**src/rtl/gbsha_ttfir_param.sv**
```systemverilog
// gbsha_ttfir_param -- run-time configurable streaming FIR filter.
//
// After reset the block takes one config word, then N_TAPS coefficients,
// then filters a stream of signed samples.
//
// Config word: bit 0 = output mode, bits [BW_in-1:1] = right shift.
//   mode 0: y_out = saturate(sum >>> shift), one word per sample.
//   mode 1: the full-precision sum, sign-extended to 2*BW_out, is sent as
//           the high word followed by the low word on the next cycle.
//
// Handshake: a word on x_in transfers on a rising clk edge where
// in_valid & in_ready are both high. in_ready depends only on state, cfg_req
// and reset, never on in_valid. y_valid is a one-cycle pulse per output word.
// y_out holds its last value while y_valid is low.
//
// Ports:
//   clk       clock, every state update on the rising edge
//   reset     asynchronous active-low reset
//   x_in      config word, coefficient or sample (signed)
//   in_valid  x_in carries a word
//   in_ready  block accepts x_in this cycle
//   cfg_req   request a return to configuration (acted on in RUN only)
//   y_out     registered output word
//   y_valid   y_out carries a new word this cycle
//   loaded    coefficients are loaded and the filter is running
//
// The current FSM state is held in the enum signal 'state' so that checkers
// can bind to it.

module gbsha_ttfir_param #(
    parameter int N_TAPS = 4,
    parameter int BW_in  = 6,
    parameter int BW_out = 8
) (
    input  logic              clk,
    input  logic              reset,
    input  logic [BW_in-1:0]  x_in,
    input  logic              in_valid,
    output logic              in_ready,
    input  logic              cfg_req,
    output logic [BW_out-1:0] y_out,
    output logic              y_valid,
    output logic              loaded
);

    // Accumulator width: one full product plus growth for N_TAPS terms.
    localparam int BW_sum = 2 * BW_in + $clog2(N_TAPS);
    // Comparison width for saturation. It is wide enough to hold both the
    // sum and the BW_out limits with a spare sign bit.
    localparam int BW_w   = ((BW_sum > BW_out) ? BW_sum : BW_out) + 1;
    localparam int CNT_W  = $clog2(N_TAPS) + 1;
    localparam int SH_W   = BW_in - 1;

    localparam logic signed [BW_w-1:0] SAT_MAX =
        {{(BW_w - BW_out + 1){1'b0}}, {(BW_out - 1){1'b1}}};
    localparam logic signed [BW_w-1:0] SAT_MIN = ~SAT_MAX;

    generate
        if (N_TAPS < 2) begin : g_bad_taps
            $error("gbsha_ttfir_param: N_TAPS must be >= 2");
        end
        if (BW_in < 2) begin : g_bad_bw_in
            $error("gbsha_ttfir_param: BW_in must be >= 2");
        end
        if (2 * BW_out < BW_sum) begin : g_bad_bw_out
            $error("gbsha_ttfir_param: 2*BW_out must be >= BW_sum");
        end
    endgenerate

    typedef enum logic [1:0] {
        ST_CFG    = 2'd0,
        ST_COEF   = 2'd1,
        ST_RUN    = 2'd2,
        ST_RUN_LO = 2'd3
    } state_t;

    state_t state;
    state_t state_next;

    logic                     xfer;
    logic signed [BW_in-1:0]  x_s;

    logic signed [BW_in-1:0]  coef [N_TAPS];
    // hist[k] is the sample accepted k+1 transfers ago.
    logic signed [BW_in-1:0]  hist [N_TAPS-1];
    logic [SH_W-1:0]          shift;
    logic                     mode;
    logic [CNT_W-1:0]         cnt;
    logic [BW_out-1:0]        lo_word;

    logic signed [BW_sum-1:0]   sum;
    logic signed [BW_sum-1:0]   shifted;
    logic signed [BW_w-1:0]     shifted_w;
    logic [BW_out-1:0]          y_sat;
    logic signed [2*BW_out-1:0] full;
    logic [BW_out-1:0]          hi_part;
    logic [BW_out-1:0]          lo_part;

    assign x_s  = x_in;
    assign xfer = in_valid & in_ready;

    // Signed product at accumulator width. Both operands are sign-extended
    // first, so the truncated BW_sum result is exact.
    function automatic logic signed [BW_sum-1:0] mul_ext(
        input logic signed [BW_in-1:0] a,
        input logic signed [BW_in-1:0] b
    );
        logic signed [BW_sum-1:0] ae;
        logic signed [BW_sum-1:0] be;
        ae = BW_sum'(a);
        be = BW_sum'(b);
        return ae * be;
    endfunction

    // ------------------------------------------------------------------
    // FSM: state register
    // ------------------------------------------------------------------
    always_ff @(posedge clk or negedge reset) begin
        if (!reset) begin
            state <= ST_CFG;
        end else begin
            state <= state_next;
        end
    end

    // ------------------------------------------------------------------
    // FSM: next-state logic
    // ------------------------------------------------------------------
    always_comb begin
        state_next = state;
        case (state)
            ST_CFG: begin
                if (xfer) begin
                    state_next = ST_COEF;
                end
            end
            ST_COEF: begin
                if (xfer && (cnt == CNT_W'(N_TAPS - 1))) begin
                    state_next = ST_RUN;
                end
            end
            ST_RUN: begin
                // in_ready is low while cfg_req is high, so the request can
                // never collide with an accepted sample.
                if (cfg_req) begin
                    state_next = ST_CFG;
                end else if (xfer && mode) begin
                    state_next = ST_RUN_LO;
                end
            end
            ST_RUN_LO: begin
                state_next = ST_RUN;
            end
            default: begin
                state_next = ST_CFG;
            end
        endcase
    end

    // ------------------------------------------------------------------
    // FSM: outputs
    // ------------------------------------------------------------------
    always_comb begin
        in_ready = 1'b0;
        loaded   = 1'b0;
        case (state)
            ST_CFG:    in_ready = 1'b1;
            ST_COEF:   in_ready = 1'b1;
            ST_RUN: begin
                in_ready = ~cfg_req;
                loaded   = 1'b1;
            end
            ST_RUN_LO: loaded   = 1'b1;
            default: begin
                in_ready = 1'b0;
                loaded   = 1'b0;
            end
        endcase
        // The state register already reads CFG during reset. Gating in_ready
        // as well keeps it low for the whole time reset is held.
        if (!reset) begin
            in_ready = 1'b0;
        end
    end

    // ------------------------------------------------------------------
    // Datapath: filter sum and the two output formats
    // ------------------------------------------------------------------
    always_comb begin
        sum = mul_ext(x_s, coef[0]);
        for (int k = 1; k < N_TAPS; k++) begin
            sum = sum + mul_ext(hist[k-1], coef[k]);
        end
    end

    always_comb begin
        // An arithmetic shift by BW_sum or more leaves only sign bits,
        // which gives 0 or -1.
        shifted   = sum >>> shift;
        shifted_w = BW_w'(shifted);
        if (shifted_w > SAT_MAX) begin
            y_sat = SAT_MAX[BW_out-1:0];
        end else if (shifted_w < SAT_MIN) begin
            y_sat = SAT_MIN[BW_out-1:0];
        end else begin
            y_sat = shifted_w[BW_out-1:0];
        end
    end

    always_comb begin
        full    = (2 * BW_out)'(sum);
        hi_part = full[2*BW_out-1:BW_out];
        lo_part = full[BW_out-1:0];
    end

    // ------------------------------------------------------------------
    // Datapath registers
    // ------------------------------------------------------------------
    always_ff @(posedge clk or negedge reset) begin
        if (!reset) begin
            for (int k = 0; k < N_TAPS; k++) begin
                coef[k] <= '0;
            end
            for (int k = 0; k < N_TAPS - 1; k++) begin
                hist[k] <= '0;
            end
            shift   <= '0;
            mode    <= 1'b0;
            cnt     <= '0;
            lo_word <= '0;
            y_out   <= '0;
            y_valid <= 1'b0;
        end else begin
            y_valid <= 1'b0;
            case (state)
                ST_CFG: begin
                    if (xfer) begin
                        mode  <= x_in[0];
                        shift <= x_in[BW_in-1:1];
                        cnt   <= '0;
                    end
                end
                ST_COEF: begin
                    // Coefficients shift in, so the first word loaded ends
                    // up in coef[N_TAPS-1].
                    if (xfer) begin
                        coef[0] <= x_s;
                        for (int k = 1; k < N_TAPS; k++) begin
                            coef[k] <= coef[k-1];
                        end
                        cnt <= cnt + CNT_W'(1);
                    end
                end
                ST_RUN: begin
                    if (cfg_req) begin
                        // Only the history is cleared. The coefficients stay
                        // until the next load overwrites them.
                        for (int k = 0; k < N_TAPS - 1; k++) begin
                            hist[k] <= '0;
                        end
                    end else if (xfer) begin
                        hist[0] <= x_s;
                        for (int k = 1; k < N_TAPS - 1; k++) begin
                            hist[k] <= hist[k-1];
                        end
                        y_valid <= 1'b1;
                        if (mode) begin
                            y_out   <= hi_part;
                            lo_word <= lo_part;
                        end else begin
                            y_out <= y_sat;
                        end
                    end
                end
                ST_RUN_LO: begin
                    y_out   <= lo_word;
                    y_valid <= 1'b1;
                end
                default: begin
                    y_valid <= 1'b0;
                end
            endcase
        end
    end

endmodule

```
**config.mk**
```make
export PLATFORM = sky130hd
export DESIGN_NAME = gbsha_ttfir_param
export DESIGN_NICKNAME = d
export VERILOG_FILES = /design/src/rtl/gbsha_ttfir_param.sv
export SDC_FILE = /design/constraint.sdc
export NUM_CORES = 1
export LEC_CHECK = 0
export BUFFER_PORTS_ARGS = -buffer_cell sky130_fd_sc_hd__buf_4
export CAP_MARGIN = 20
export CORE_MARGIN = 2
export CORE_UTILIZATION = 50
export CTS_CLUSTER_SIZE = 24
export DETAILED_ROUTE_END_ITERATION = 10
export GPL_TIMING_DRIVEN = 0
export PLACE_DENSITY = 0.68
export SLEW_MARGIN = 20
export SYNTH_ARGS = -nofsm -noshare
export SYNTH_HDL_FRONTEND = slang
export SYNTH_SLANG_ARGS = --single-unit
```
**constraint.sdc**
```tcl
create_clock -name clk -period 7.5 [get_ports clk]
set_clock_uncertainty 0.15 [all_clocks]
set_input_delay 1.5 -clock clk [delete_from_list [all_inputs] [get_ports clk]]
set_output_delay 1.5 -clock clk [all_outputs]
set_load 0.05 [all_outputs]
```
==> qor.tcl <==
set qor(run_status) {complete, but fails checks}
set qor(failed_checks) {setup timing}
set qor(relSlewSlack_pct) 35.7
set qor(synth.mux.area_fraction_pct) 4.32
set qor(kind_of_launch_point_of_the_worst_setup_path) {input pin}
set qor(number_of_synthesized_flops_with_an_enable_pin) 0
set qor(report.final.setup_viol) 7
set qor(layout.nets) 1343
set qor(chipWidth_um) 146
set qor(clkLatencyLatePin_ns) 0.35
set qor(clock_pin_slew_of_the_registers_on_the_worst_case_setup_and_hold_paths_ns) 0.06
set qor(site_row_count) 51
set qor(synth_fp_nets) 1281
set qor(antenna_found_initial) 0
set qor(slowest_delay_ns) 0.64
set qor(layout.filler_cells) 1664
set qor(drv_slew) 0
set qor(drt-wirelength-per-cell_um) 18.8
set qor(cts-buffers-inserted) 9
set qor(timing.final.ws_setup_ns) -0.652
set qor(synth_top_family_by_area) {adder cells}
set qor(1st_pass_router_iterations) 6
set qor(track_usage_pct) 25.6
set qor(synthDominantCellAreaShare_pct) 34.3
set qor(detailed_place_hpwl_mm) 19.9
set qor(post_synth_inst_count) 1030
set qor(synth.avg_cell_area_um2) 9.75
set qor(layout-drive-gt1-share_pct) 17.3
set qor(drt-total-wl_mm) 25.6
set qor(crit_arrival_ns) 8.24
set qor(mappedNetlistArea_mm2) 0.0100
set qor(fmax_mhz) 123
set qor(vias_per_cell) 5.61
set qor(synth_xor_xnor_area_share_pct) 1.99
set qor(ys_ff_latch) 70
set qor(clock-root-buffer) {sky130_fd_sc_hd__clkbuf_16}
set qor(gp_congestion) 0.907
set qor(area_delta_synth_final_pct) 16.6
set qor(cts.sinks) 70
set qor(port-buffer-count) 16
set qor(netlist_top_cells_area) {sky130_fd_sc_hd__fa_1 (34%), sky130_fd_sc_hd__dfrtp_1 (17%), sky130_fd_sc_hd__ha_1 (8.6%)}
set qor(start_util_pct) 51.3
set qor(grt.overflow.total) 0
set qor(min_period_over_period_pct) 109
set qor(timing.critical_path.buf_inv) 5
set qor(area_fraction_in_compound_gates_after_synthesis_pct) 11.1
set qor(grt_pass1_wl_mm) 42.6
set qor(synth_top_flop_cell) {sky130_fd_sc_hd__dfrtp_1}
set qor(floorplan.core_area_mm2) 0.0196
set qor(drt_drc_violations_left) 0
set qor(synth_top_cell_by_area) {sky130_fd_sc_hd__fa_1}
set qor(floorplan.die_area_mm2) 0.0212
set qor(final_antenna_net_count) 0
set qor(synth_adder_area_share_pct) 42.9
set qor(drt_first_iter_violations) 722
set qor(final_cell_area_mm2) 0.0117
set qor(antennaDiodeCount) 0
set qor(design.portCount) 21
set qor(post_cts_hold_buffer_count) 0
set qor(first_global_vias) 7833
set qor(place_worst_setup_slack_ns) -1.29
set qor(die_h_um) 146
set qor(worstPathRequired_ns) 7.58
set qor(ff2ff_setup_slack_ns) -0.22
set qor(clock_path_buffers) 2
set qor(synthArstFlopShare_pct) 100
set qor(rsz0062_at_grt) {true}
set qor(synth.yosys.warnings) 0
set qor(worst-setup-path-type) {input pin to flop}
set qor(cpMostUsedCell) {sky130_fd_sc_hd__fa_1}
set qor(detailed_place.area_mm2) 0.0106
set qor(critical_path.max_fanout) 10
set qor(cap_viol_max_count) 0
set qor(timing_worst_slew_pin_value_ns) 0.964
set qor(vias) 7641
set qor(synth_seq_area_share_pct) 17.4
set qor(path_category_of_the_worst_min_delay_check) {flop to flop}
set qor(h-tree-depth) 3
set qor(worstSetupEndpointType) {flop}
set qor(grt_start_max_net_pins) 73
set qor(path_cells) {clkbuf_16, and2_4, fa_2, inv_4, fa_1, fa_1, fa_2, fa_1, fa_1, inv_1, fa_2, ha_4, clkbuf_8, nor3b_1, a311oi_1, o311ai_2, mux2i_2, nor2_1, or4_4, nor4_4, a21oi_4, buf_12, o32ai_4, o21ai_1}
set qor(hold_violations) 0
set qor(layout_min_cycle_time_ns) 8.15
set qor(yosys.cell_types.count) 62
set qor(synth_simple_gate_area_share_pct) 13.0
set qor(worst_path_dominant_cell_family) {adder cells}
set qor(crit_path_top_delay_cell) {sky130_fd_sc_hd__fa_2}
set qor(clock_tree_from_tritoncts) {yes}
## layer usage
metal  track usage (%)  vias up  routed length [um]
li1                  -     3424                   -
met1              37.7     3924               11400
met2              40.2      253               12100
met3              3.89       40                1450
met4              6.27        0                 601
met5                 0        -                   0
## area by class of cell
type | count | area [um^2] | share of cell area (%)
multi-input cells | 713 | 7820 | 66.8
inverters | 211 | 795 | 6.78
plain buffers | 32 | 225 | 1.92
well taps | 265 | 332 | 2.83
clock buffers | 9 | 225 | 1.92
flip-flops and latches | 70 | 1750 | 15.0
clock inverters | 7 | 120 | 1.03
repair buffers | 55 | 445 | 3.80
## final timing paths
check                                           from                   end  depth (start not counted)
worst max-delay path                         x_in[5]  y_out[1]$_DFFE_PN0P_                         24
worst min-delay path              cnt[1]$_DFFE_PN0P_    cnt[1]$_DFFE_PN0P_                          2
worst max register to register  hist[17]$_DFFE_PN0P_  y_out[1]$_DFFE_PN0P_                         25
worst min register to register    cnt[1]$_DFFE_PN0P_    cnt[1]$_DFFE_PN0P_                          2
max in group asynchronous                      reset  coef[23]$_DFFE_PN0P_                          1
min in group asynchronous                      reset   coef[0]$_DFFE_PN0P_                          1
## registers in the layout (all words and copies together), names as in the netlist
register	cells
cnt	3
coef	24
hist	18
lo_word	8
mode	1
shift	5
state	2
y_out	8
y_valid	1
## cells in the final DEF, fill, tap and decap left out, types with 4 or more instances in the layout
master | Yosys | layout
sky130_fd_sc_hd__inv_1 | 210 | 202
sky130_fd_sc_hd__fa_1 | 172 | 161
sky130_fd_sc_hd__and2_1 | 80 | 75
sky130_fd_sc_hd__nand2_1 | 78 | 73
sky130_fd_sc_hd__dfrtp_1 | 70 | 70
sky130_fd_sc_hd__ha_1 | 69 | 61
sky130_fd_sc_hd__buf_4 | 1 | 51
sky130_fd_sc_hd__nor2_1 | 36 | 34
sky130_fd_sc_hd__o21ai_0 | 40 | 33
sky130_fd_sc_hd__mux2_2 | 31 | 31
sky130_fd_sc_hd__a21oi_1 | 31 | 29
sky130_fd_sc_hd__clkbuf_1 | 32 | 21
sky130_fd_sc_hd__a22o_1 | 19 | 19
sky130_fd_sc_hd__nand2b_1 | 17 | 17
sky130_fd_sc_hd__clkbuf_16 | 0 | 12
sky130_fd_sc_hd__xnor2_1 | 12 | 12
sky130_fd_sc_hd__fa_2 | 0 | 11
sky130_fd_sc_hd__a31oi_1 | 9 | 8
sky130_fd_sc_hd__nand3_1 | 8 | 8
sky130_fd_sc_hd__inv_2 | 0 | 7
sky130_fd_sc_hd__o21ai_1 | 3 | 7
sky130_fd_sc_hd__a21o_1 | 7 | 7
sky130_fd_sc_hd__ha_4 | 0 | 7
sky130_fd_sc_hd__o22ai_1 | 7 | 6
sky130_fd_sc_hd__nor2b_1 | 5 | 5
sky130_fd_sc_hd__and2_4 | 0 | 5
sky130_fd_sc_hd__nand4_1 | 5 | 5
sky130_fd_sc_hd__a22oi_1 | 6 | 5
sky130_fd_sc_hd__clkbuf_8 | 0 | 4
sky130_fd_sc_hd__nand2_2 | 0 | 4
sky130_fd_sc_hd__o211ai_1 | 4 | 4
sky130_fd_sc_hd__a211oi_1 | 7 | 4
## per-stage QoR
stage | util [%] | instances | hold slack [ns] | TNS (ns)
after global routing | 59.8 | 1362 | 0.383 | -5.52
final | 59.8 | 1362 | 0.343 | -4.08
after detailed placement | 54.4 | 1311 | 0.335 | -8.74
after CTS | 58.6 | 1354 | 0.349 | -4.17
after floorplan | - | 1030 | 0.299 | -3.08
after global placement | 54.4 | 1311 | 0.313 | -8.36
## repair_timing
| item | 4_1_cts | 5_1_grt |
|---|---|---|
| endpoints found under the setup margin | 8 | 8 |
| pin swaps | 32 | 38 |
| hold endpoints to repair | 0 | 0 |
| gates cloned | 0 | 0 |
| setup buffers | 32 | 11 |
| resized for setup | 59 | 39 |
## synthesized netlist by cell type, types with 2 or more instances
cell                         n
sky130_fd_sc_hd__a211o_1     2
sky130_fd_sc_hd__a211oi_1    7
sky130_fd_sc_hd__a21boi_0    2
sky130_fd_sc_hd__a21o_1      7
sky130_fd_sc_hd__a21oi_1    31
sky130_fd_sc_hd__a222oi_1    2
sky130_fd_sc_hd__a22o_1     19
sky130_fd_sc_hd__a22oi_1     6
sky130_fd_sc_hd__a31oi_1     9
sky130_fd_sc_hd__a41oi_1     2
sky130_fd_sc_hd__and2_1     80
sky130_fd_sc_hd__and3_1      4
sky130_fd_sc_hd__buf_1       3
sky130_fd_sc_hd__clkbuf_1   32
sky130_fd_sc_hd__dfrtp_1    70
sky130_fd_sc_hd__fa_1      172
sky130_fd_sc_hd__ha_1       69
sky130_fd_sc_hd__inv_1     210
sky130_fd_sc_hd__mux2_2     31
sky130_fd_sc_hd__mux2i_1     4
sky130_fd_sc_hd__mux4_2      2
sky130_fd_sc_hd__nand2_1    78
sky130_fd_sc_hd__nand2b_1   17
sky130_fd_sc_hd__nand3_1     8
sky130_fd_sc_hd__nand3b_1    2
sky130_fd_sc_hd__nand4_1     5
sky130_fd_sc_hd__nor2_1     36
sky130_fd_sc_hd__nor2b_1     5
sky130_fd_sc_hd__nor3_1      3
sky130_fd_sc_hd__nor4_1      5
sky130_fd_sc_hd__o211ai_1    4
sky130_fd_sc_hd__o21a_1      3
sky130_fd_sc_hd__o21ai_0    40
sky130_fd_sc_hd__o21ai_1     3
sky130_fd_sc_hd__o22ai_1     7
sky130_fd_sc_hd__o31ai_1     5
sky130_fd_sc_hd__o32ai_1     2
sky130_fd_sc_hd__o41ai_1     3
sky130_fd_sc_hd__or3_1       3
sky130_fd_sc_hd__xnor2_1    12
sky130_fd_sc_hd__xnor3_1     2
sky130_fd_sc_hd__xor2_1      3
## kinds of logic (layout without fill, tap and decap cells)
kind of cell	after synthesis	after routing
flops	70	70
buf+inv	247	314
fa+ha+maj	241	241
simple gates	252	252
mux	37	37
xor+xnor	18	18
compound gates	165	165
## worst register-to-register path: cells and delay by family (launching register included)
kind | cells | cell delay, ns
adder cells (fa/ha/maj) | 8 | 3.94
AO/OA/AOI/OAI | 5 | 0.95
multiplexers | 1 | 0.28
flip-flops | 1 | 0.32
AND/OR/NAND/NOR | 5 | 1.12
buffers and inverters | 6 | 0.86
Power is not shown: default switching activity piles up to over one toggle a cycle in this logic, so the estimate is an artifact.
